**src/rtl/mem_lower_pkg.sv**
```systemverilog
// Shared definitions for the masked 1R1W memory.
// Holds the clear/ready FSM state type, helpers that derive the address width
// and mask lane count from the parameters, and the lane-merge function used by
// both the storage write path and the read bypass path.
package mem_lower_pkg;

  typedef enum logic {
    CLEAR = 1'b0,
    READY = 1'b1
  } state_t;

  // Widest word the merge helper handles; wider configurations are rejected at elaboration.
  localparam int unsigned MAX_WIDTH = 1024;

  // Address bits needed to index depth words (at least one bit).
  function automatic int unsigned addr_width(input int unsigned depth);
    return (depth > 1) ? 32'($clog2(depth)) : 32'd1;
  endfunction

  // Number of independently maskable lanes in a word.
  function automatic int unsigned lane_count(input int unsigned width, input int unsigned gran);
    return (gran == 0) ? 32'd1 : width / gran;
  endfunction

  // Take new_word bits in lanes whose mask bit is set, old_word bits elsewhere.
  function automatic logic [MAX_WIDTH-1:0] lane_merge(
    input logic [MAX_WIDTH-1:0] old_word,
    input logic [MAX_WIDTH-1:0] new_word,
    input logic [MAX_WIDTH-1:0] mask,
    input int unsigned          gran
  );
    logic [MAX_WIDTH-1:0] res;
    res = old_word;
    for (int unsigned b = 0; b < MAX_WIDTH; b++) begin
      if (mask[b / gran]) res[b] = new_word[b];
    end
    return res;
  endfunction

endpackage

```
**src/rtl/mem_1r1w_masked_core.sv**
```systemverilog
// Masked 1R1W storage array: one clock, one-cycle registered read.
// Ports: clk, rst_n (async, active-low, clears the read register only),
//   we/waddr/wdata/wmask  masked write (out-of-range addresses are dropped),
//   re/raddr              read request (out-of-range returns zero),
//   rdata                 read data, updated only on re, held otherwise.
// Write and read to the same address in one cycle return the old word.
module mem_1r1w_masked_core
  import mem_lower_pkg::*;
#(
  parameter int unsigned DEPTH     = 48,
  parameter int unsigned WIDTH     = 64,
  parameter int unsigned MASK_GRAN = 8,
  localparam int unsigned AW       = addr_width(DEPTH),
  localparam int unsigned LANES    = lane_count(WIDTH, MASK_GRAN)
) (
  input  logic             clk,
  input  logic             rst_n,
  input  logic             we,
  input  logic [AW-1:0]    waddr,
  input  logic [WIDTH-1:0] wdata,
  input  logic [LANES-1:0] wmask,
  input  logic             re,
  input  logic [AW-1:0]    raddr,
  output logic [WIDTH-1:0] rdata
);

  logic [WIDTH-1:0] mem [DEPTH];

  // Masked write; contents are initialised by the owner's clear sequence.
  always_ff @(posedge clk) begin
    if (we && (32'(waddr) < DEPTH)) begin
      mem[waddr] <= WIDTH'(lane_merge(MAX_WIDTH'(mem[waddr]), MAX_WIDTH'(wdata),
                                      MAX_WIDTH'(wmask), MASK_GRAN));
    end
  end

  // Registered read port.
  always_ff @(posedge clk or negedge rst_n) begin
    if (!rst_n) begin
      rdata <= '0;
    end else if (re) begin
      rdata <= (32'(raddr) < DEPTH) ? mem[raddr] : '0;
    end
  end

endmodule

```
**src/rtl/mem_1r1w_masked_pipe.sv**
```systemverilog
// Masked 1R1W memory with power-on clear and configurable read latency.
// Ports: clk, rst_n (async active-low); R0_addr/R0_en read request,
//   R0_data/R0_valid read result READ_LATENCY cycles later (data held between
//   valids); W0_addr/W0_en/W0_data/W0_mask masked write; init_busy high while
//   the array is being cleared after reset (exactly DEPTH cycles).
// Build option: MEM_BYPASS_EN forwards a same-cycle same-address write into the
//   read result (merged per mask); without it such a read sees the old word.
module mem_1r1w_masked_pipe
  import mem_lower_pkg::*;
#(
  parameter int unsigned DEPTH        = 48,
  parameter int unsigned WIDTH        = 64,
  parameter int unsigned MASK_GRAN    = 8,
  parameter int unsigned READ_LATENCY = 1,
  localparam int unsigned AW          = addr_width(DEPTH),
  localparam int unsigned LANES       = lane_count(WIDTH, MASK_GRAN)
) (
  input  logic             clk,
  input  logic             rst_n,
  input  logic [AW-1:0]    R0_addr,
  input  logic             R0_en,
  output logic [WIDTH-1:0] R0_data,
  output logic             R0_valid,
  input  logic [AW-1:0]    W0_addr,
  input  logic             W0_en,
  input  logic [WIDTH-1:0] W0_data,
  input  logic [LANES-1:0] W0_mask,
  output logic             init_busy
);

  // Parameter legality.
  if ((MASK_GRAN == 0) || ((WIDTH % MASK_GRAN) != 0)) begin : g_bad_gran
    $error("WIDTH must be a non-zero multiple of MASK_GRAN");
  end
  if ((READ_LATENCY < 1) || (READ_LATENCY > 3)) begin : g_bad_latency
    $error("READ_LATENCY must be in 1..3");
  end
  if ((DEPTH < 2) || (DEPTH > 4096)) begin : g_bad_depth
    $error("DEPTH must be in 2..4096");
  end
  if (WIDTH > MAX_WIDTH) begin : g_bad_width
    $error("WIDTH exceeds MAX_WIDTH");
  end

  state_t          state;
  logic [AW-1:0]   clr_cnt;

  // Clear sequencer: walks every address once after reset, then serves traffic.
  always_ff @(posedge clk or negedge rst_n) begin
    if (!rst_n) begin
      state     <= CLEAR;
      clr_cnt   <= '0;
      init_busy <= 1'b1;
    end else begin
      case (state)
        CLEAR: begin
          if (clr_cnt == AW'(DEPTH - 1)) begin
            state     <= READY;
            init_busy <= 1'b0;
            clr_cnt   <= '0;
          end else begin
            clr_cnt <= clr_cnt + AW'(1);
          end
        end
        READY: begin
          state <= READY;
        end
        default: begin
          state <= CLEAR;
        end
      endcase
    end
  end

  logic             core_we_c;
  logic [AW-1:0]    core_waddr_c;
  logic [WIDTH-1:0] core_wdata_c;
  logic [LANES-1:0] core_wmask_c;
  logic             rd_go_c;
  logic [WIDTH-1:0] core_rdata;
  logic [WIDTH-1:0] s1_data_c;

  // Write port is owned by the clear sequencer until the array is ready.
  always_comb begin
    core_we_c    = 1'b0;
    core_waddr_c = W0_addr;
    core_wdata_c = W0_data;
    core_wmask_c = W0_mask;
    rd_go_c      = 1'b0;
    if (state == CLEAR) begin
      core_we_c    = 1'b1;
      core_waddr_c = clr_cnt;
      core_wdata_c = '0;
      core_wmask_c = '1;
    end else begin
      core_we_c = W0_en;
      rd_go_c   = R0_en;
    end
  end

  mem_1r1w_masked_core #(
    .DEPTH     (DEPTH),
    .WIDTH     (WIDTH),
    .MASK_GRAN (MASK_GRAN)
  ) u_core (
    .clk   (clk),
    .rst_n (rst_n),
    .we    (core_we_c),
    .waddr (core_waddr_c),
    .wdata (core_wdata_c),
    .wmask (core_wmask_c),
    .re    (rd_go_c),
    .raddr (R0_addr),
    .rdata (core_rdata)
  );

`ifdef MEM_BYPASS_EN
  logic             byp_hit;
  logic [WIDTH-1:0] byp_data;
  logic [LANES-1:0] byp_mask;

  // Capture a colliding write alongside the read so it can be merged onto the old word.
  always_ff @(posedge clk or negedge rst_n) begin
    if (!rst_n) begin
      byp_hit  <= 1'b0;
      byp_data <= '0;
      byp_mask <= '0;
    end else if (rd_go_c) begin
      byp_hit  <= W0_en && (W0_addr == R0_addr) && (32'(W0_addr) < DEPTH);
      byp_data <= W0_data;
      byp_mask <= W0_mask;
    end
  end

  assign s1_data_c = byp_hit ?
      WIDTH'(lane_merge(MAX_WIDTH'(core_rdata), MAX_WIDTH'(byp_data),
                        MAX_WIDTH'(byp_mask), MASK_GRAN)) : core_rdata;
`else
  assign s1_data_c = core_rdata;
`endif

  logic [READ_LATENCY-1:0] vld;

  // Valid shift chain; bit 0 lines up with the core read register.
  always_ff @(posedge clk or negedge rst_n) begin
    if (!rst_n) begin
      vld <= '0;
    end else begin
      vld[0] <= rd_go_c;
      for (int k = 1; k < int'(READ_LATENCY); k++) vld[k] <= vld[k-1];
    end
  end

  if (READ_LATENCY == 1) begin : g_lat1
    assign R0_data  = s1_data_c;
    assign R0_valid = vld[0];
  end else begin : g_latn
    logic [WIDTH-1:0] dly [READ_LATENCY-1];

    // Data stages advance only with their valid, so the output holds between reads.
    always_ff @(posedge clk or negedge rst_n) begin
      if (!rst_n) begin
        for (int k = 0; k < int'(READ_LATENCY) - 1; k++) dly[k] <= '0;
      end else begin
        if (vld[0]) dly[0] <= s1_data_c;
        for (int k = 1; k < int'(READ_LATENCY) - 1; k++) begin
          if (vld[k]) dly[k] <= dly[k-1];
        end
      end
    end

    assign R0_data  = dly[READ_LATENCY-2];
    assign R0_valid = vld[READ_LATENCY-1];
  end

endmodule

```
**config.mk**
```make
export PLATFORM = sky130hd
export DESIGN_NAME = mem_1r1w_masked_pipe
export DESIGN_NICKNAME = d
export VERILOG_FILES = /design/src/rtl/mem_lower_pkg.sv /design/src/rtl/mem_1r1w_masked_core.sv /design/src/rtl/mem_1r1w_masked_pipe.sv
export SDC_FILE = /design/constraint.sdc
export NUM_CORES = 2
export LEC_CHECK = 0
export ABC_AREA = 1
export CAP_MARGIN = 20
export CORE_MARGIN = 2
export CORE_UTILIZATION = 33
export DETAILED_ROUTE_END_ITERATION = 6
export DONT_BUFFER_PORTS = 1
export SLEW_MARGIN = 5
export SYNTH_ARGS = -nofsm -noshare
export SYNTH_HDL_FRONTEND = slang
export SYNTH_SLANG_ARGS = --single-unit
```
**constraint.sdc**
```tcl
create_clock -name clk -period 3.2 [get_ports clk]
set_input_delay 0.48 -clock clk [delete_from_list [all_inputs] [get_ports clk]]
set_output_delay 0.48 -clock clk [all_outputs]
set_load 0.05 [all_outputs]
```
; Yosys cells after proc, flatten, opt, wreduce, memory -nomap -nowiden
; Memories as Yosys holds them, arrays and structs flattened.
; Index checks and enable logic that the tools add are counted.
; W data, S select, Z words.
[totals]
elab_cells = 168
ff_bits = 73
out_inout_bits = 66
mem_bits_rw = 3072
n_memories = 1
input_bits = 88
[memory_table]
columns = name, depth, word_bits, read_ports, rd_ports_with_merged_regs, wr, line
row1 = u_core.mem, 48, 64, 1, 0, 1, mem_1r1w_masked_core.sv:27  ; logic [WIDTH-1:0] mem [DEPTH];
[op_classes]
order_cmp = 2
n_eq_ne = 9
muxes = 139
bitwise_logic = 1
add_sub_neg = 1
n_reduce_logical = 10
[op_table]
columns = cell, n
row1 = $mux W1, 133
row2 = $mux W64, 2
row3 = $reduce_and A2 Y1, 9
row4 = $ne A2 B2 Y1 const B, 8
row5 = $lt A6 B6 Y1 const B, 2
row6 = $mux W6, 2
row7 = $mux W8, 1
row8 = $add A6 B1 Y6 const B, 1
row9 = $eq A6 B6 Y1 const B, 1
row10 = $pmux W1 S2, 1
row11 = $logic_and A1 B1 Y1, 1
row12 = $not A1 Y1, 1

; Depth between registers and ports, before layout
[depth]
depth_word = 6
depth_mapped = 15
ltp_nobuf = 11

; Hierarchy
; A second synthesis with hierarchy kept.
[hier_totals]
hier_cells = 11745
hier_area_um2 = 130968.1
[modules_own_cells]
columns = module, area_per_inst_um2, cells_each, instances, seq_area_each_um2
row1 = mem_1r1w_masked_core, 129843.3, 11534, 1, 93850.0
row2 = mem_1r1w_masked_pipe, 1124.8, 211, 1, 226.5

; Worst setup path before layout
; Ideal clock, no wire load.
[synth_timing]
path_kind = reg-to-reg
startpoint = register state
endpoint = memory u_core.mem[40][0], enable pin
n_path_buf = 1
setup_time_ns = 0.370
required_time_ns = 2.830
path_slack_ns = 0.952
path_stages_with_launch = 7
synth_period_minus_slack_ns = 2.248
arrival_time_ns = 1.878
cell_sequence = dfrtp_1 > buf_2 > a21oi_1 > inv_1 > nor2_1 > nand2_1 > nor2_1
[synth_via]
elab_chain_cells = 6
word_cells_on_any_way = 9
classes_between = order compare: 1 / eq/ne: 1 / mux: 5 / reduce/logical: 2
[synth_lines]
columns = item, line
row1 = "start, declared", mem_1r1w_masked_pipe.sv:45  ; state_t state;
row2 = "start signal, assigned", mem_1r1w_masked_pipe.sv:51  ; state <= CLEAR;
row3 = "start signal, assigned", mem_1r1w_masked_pipe.sv:58  ; state <= READY;
row4 = "start signal, assigned", mem_1r1w_masked_pipe.sv:66  ; state <= READY;
row5 = $mux W6, mem_1r1w_masked_pipe.sv:90  ; if (state == CLEAR) begin
row6 = $lt A6 B6 Y1, mem_1r1w_masked_core.sv:31  ; if (we && (32'(waddr) < DEPTH)) begin
row7 = $logic_and A1 B1 Y1, mem_1r1w_masked_core.sv:31
row8 = $mux W1, mem_1r1w_masked_core.sv:31
row9 = $mux W1 (implied by the code), mem_1r1w_masked_core.sv:32  ; mem[waddr] <= WIDTH'(lane_merge(MAX_WIDTH'(mem[waddr]), MAX_WIDTH'(wdata),
row10 = $reduce_and A2 Y1 (no source line), n/a
row11 = "end, declared", mem_1r1w_masked_core.sv:27
; Several ways; a longest one is shown, not always the timed one.

; Worst setup path in the final report
[layout_timing]
startpoint = input R0_addr[1]
endpoint = register u_core.rdata[54]
[layout_via]
elab_chain_cells = 2
word_cells_on_any_way = 3
classes_between = order compare: 1 / mux: 1 / memory: 1
[layout_lines]
columns = item, line
row1 = "start, declared", mem_1r1w_masked_pipe.sv:20  ; input logic [AW-1:0] R0_addr,
row2 = $mem_v2 Z48 W64 or $lt A6 B6 Y1 (tied branches), n/a
row3 = $mux W64 *, mem_1r1w_masked_core.sv:42  ; rdata <= (32'(raddr) < DEPTH) ? mem[raddr] : '0;
row4 = "end signal, assigned", mem_1r1w_masked_core.sv:42
row5 = "end, declared", mem_1r1w_masked_core.sv:24  ; output logic [WIDTH-1:0] rdata
; Every way passes the cells marked *; elsewhere a longest branch is shown, timed or not.
; A chain may end at the register's enable or synchronous reset.

==> metrics.cfg <==
[run_status]
status = finished, violations left
violations = max-slew violations, negative setup slack

[cts]
clk_pin_slew_ns = 0.07
root_buffer = clkbuf_16
clkLatencyLatePin_ns = 0.89
numClockSinks = 3145
cts_tree = yes
cts_made_buffers = 305
cts_htree_levels = 5
clockBufferDepth = 4

[worst_setup_path]
reg2reg_slack_ns = 0.09
crit_arrival_ns = 4.01
worstSetupStartpointType = input pin
worstPathRequired_ns = 3.96
path_max_fanout = 769
criticalPathCategory = in2reg
endpoint_kind = flop

[grt]
grt_antenna_before_repair = 8
grt_pass1_vias = 83500
grt-ovfl-total = 0
grt_pass1_wl_mm = 565
grt_start_max_net_pins = 770
grt_usage = 0.188

[routing]
wl_mm = 388
via_per_inst = 4.98
ant_nets = 0
avgRoutedWirePerCell_microns = 21.9
drc_errors = 0
vias = 88100
dr.pass1.iters = 6
drt_iter0_markers = 9811

[logic_synthesis]
synth_cell_types = 28
ys_seq_area_frac = 0.719
syn_area_sq_um = 131000
ys_async_sr_fraction = 0.0232
ys_ff_latch = 3145
avgSynthCellArea_sq_um = 11.0
synth_flop_cell = edfxtp_1
synth_edf_count = 3072
synth-warning-count = 0
synth.net_count = 12000
synth_cells = 11900

[final_layout]
finalNonFillerCells = 17700
layout.nets = 12300
multi_input_area_sq_um = 30800
drive_gt1_frac = 0.0958
fill_cells = 38000
final-seq-area_sq_um = 94100
post-route-util = 0.382
postLayoutCellArea_sq_um = 151000
area_growth_syn_to_layout_pct = 15.4

[floorplan]
placeableCoreArea_sq_um = 395000
rows = 231
die_y_microns = 634
die_w_microns = 634
initial_core_util = 0.331
ios = 154
die-area_sq_um = 402000

[flow_run]
cap_violations = 0

[timing]
setup_ws_ns = -0.0526
setup_tns_ns = -0.0526
hold_ws_ns = 0.0403
clock_skew_ns = 0.0470
setup_viol = 1
drv_slew = 362
max_freq_mhz = 307
hold_violations = 0
rsz0062_at_grt = no
worst_slew_pin_slew_ns = 2.02
period_share = 1.02
relSlewSlack = -0.347
post-route-min-period_ns = 3.25

[place]
postPlaceCellArea_sq_um = 141000
hpwlAfterDp_mm = 228
port_buffers = 0
pre_cts_ws_ns = -0.569
dp_cells = 17200
gp_congestion = 0.813

[power]
finalPower_mw = 86.3
leakagePower_nw = 57.8
power.density_nw_per_um2 = 571
peakVddDrop_mv = 0.459

[worst_hold_path]
hold_class = in2reg

kinds of logic (layout without fill, tap and decap cells):
kind of cell	after synthesis	in the layout	share of synthesized area
buf+inv	1508	2030	0.0464
flops	3145	3145	0.719
xor+xnor	2	2	0.000134
other cells	0	3	0
fa+ha+maj	1	1	0.0000956
simple gates	7198	7198	0.230
compound gates	87	87	0.00479
report_power, final:
part / internal [mW] / switching (mW) / total, mW / leakage (nW)
clock: 20.2 / 15.4 / 35.6 / 4.74
sequential: 45.3 / 0.379 / 45.6 / 28.6
combinational: 1.42 / 3.63 / 5.05 / 24.5
flip-flops by register name (all words and copies together) (netlist names):
| register | cells |
|---|---|
| init_busy | 1 |
| R0_valid | 1 |
| u_core.mem | 3072 |
| state | 1 |
| u_core.rdata | 64 |
| clr_cnt | 6 |
path summary, 6_finish.rpt:
kind,startpoint,to,cells after the start
setup reg to reg,state$_DFF_PN0_,u_core.mem[23][32]$_DFFE_PP_,9
hold reg to reg,clr_cnt[5]$_DFFE_PN0N_,clr_cnt[4]$_DFFE_PN0N_,1
hold / removal,R0_addr[5],u_core.rdata[17]$_DFFE_PN0P_,5
setup / recovery,R0_addr[1],u_core.rdata[54]$_DFFE_PN0P_,10
max in group asynchronous,rst_n,u_core.rdata[8]$_DFFE_PN0P_,2
min in group asynchronous,rst_n,u_core.rdata[45]$_DFFE_PN0P_,2
routing by layer:
| layer | vias to the layer above | part of all wire | track usage |
|---|---|---|---|
| li1 | 40900 | - | - |
| met4 | 0 | 0.050 | 0.0866 |
| met3 | 637 | 0.074 | 0.0262 |
| met1 | 43000 | 0.40 | 0.246 |
| met5 | - | 0 | 0 |
| met2 | 3566 | 0.47 | 0.309 |
final cells by class:
type / instances / area share
clock buffers: 403 / 0.0552
multi-input cells: 7288 / 0.204
repair buffers: 704 / 0.0457
diodes: 3 / 0.0000497
well taps: 5242 / 0.0434
inverters: 781 / 0.0196
flip-flops and latches: 3145 / 0.623
clock inverters: 142 / 0.00878
synth_stat cells (all sizes together), types with 5 or more instances:
cell type,n,share of area
edfxtp,3072,0.70
dfrtp,72,0.014
nand3,2364,0.090
nand2,4408,0.13
buf,409,0.015
clkbuf,318,0.0091
o211ai,63,0.0036
nor2,406,0.012
inv,780,0.022
o21ai,14,0.00059
a21oi,5,0.00031
or2,18,0.00086
repair_timing:
action,4_1_cts,5_1_grt
gates resized for setup,1,5
endpoints found under the hold margin,112,1
endpoints found under the setup margin,6,38
hold buffers,7,1
buffers inserted,0,0
cell usage in the layout (no fill, tap or decap), types with 4 or more instances in the layout:
master	synthesis	final
clkinv_2	0	55
nand2_1	4408	4397
bufinv_16	0	22
or2_2	18	18
clkbuf_16	0	313
o21ai_4	0	8
inv_1	776	739
o211ai_1	63	63
clkinv_1	1	69
dfrtp_1	72	71
inv_2	4	9
nand3_1	2364	2364
nor2_1	403	397
buf_12	0	112
nand2_2	0	10
clkinvlp_4	0	8
o21ai_0	12	4
buf_4	3	575
inv_6	0	11
edfxtp_1	3072	3072
dlygate4sd3_1	0	6
buf_16	0	10
clkbuf_8	0	16
nor2_2	0	6
clkbuf_1	318	74
inv_8	0	4
worst max-delay path, cell delays in order:
cell,delay (ns)
inv_8,0.81
buf_4,0.41
nand3_1,0.17
nand3_1,0.13
nand3_1,0.20
nand3_1,0.17
nand3_1,0.23
nand2_1,0.19
buf_4,0.20
nand2_1,0.06
Power figures use the tool's default switching activity.
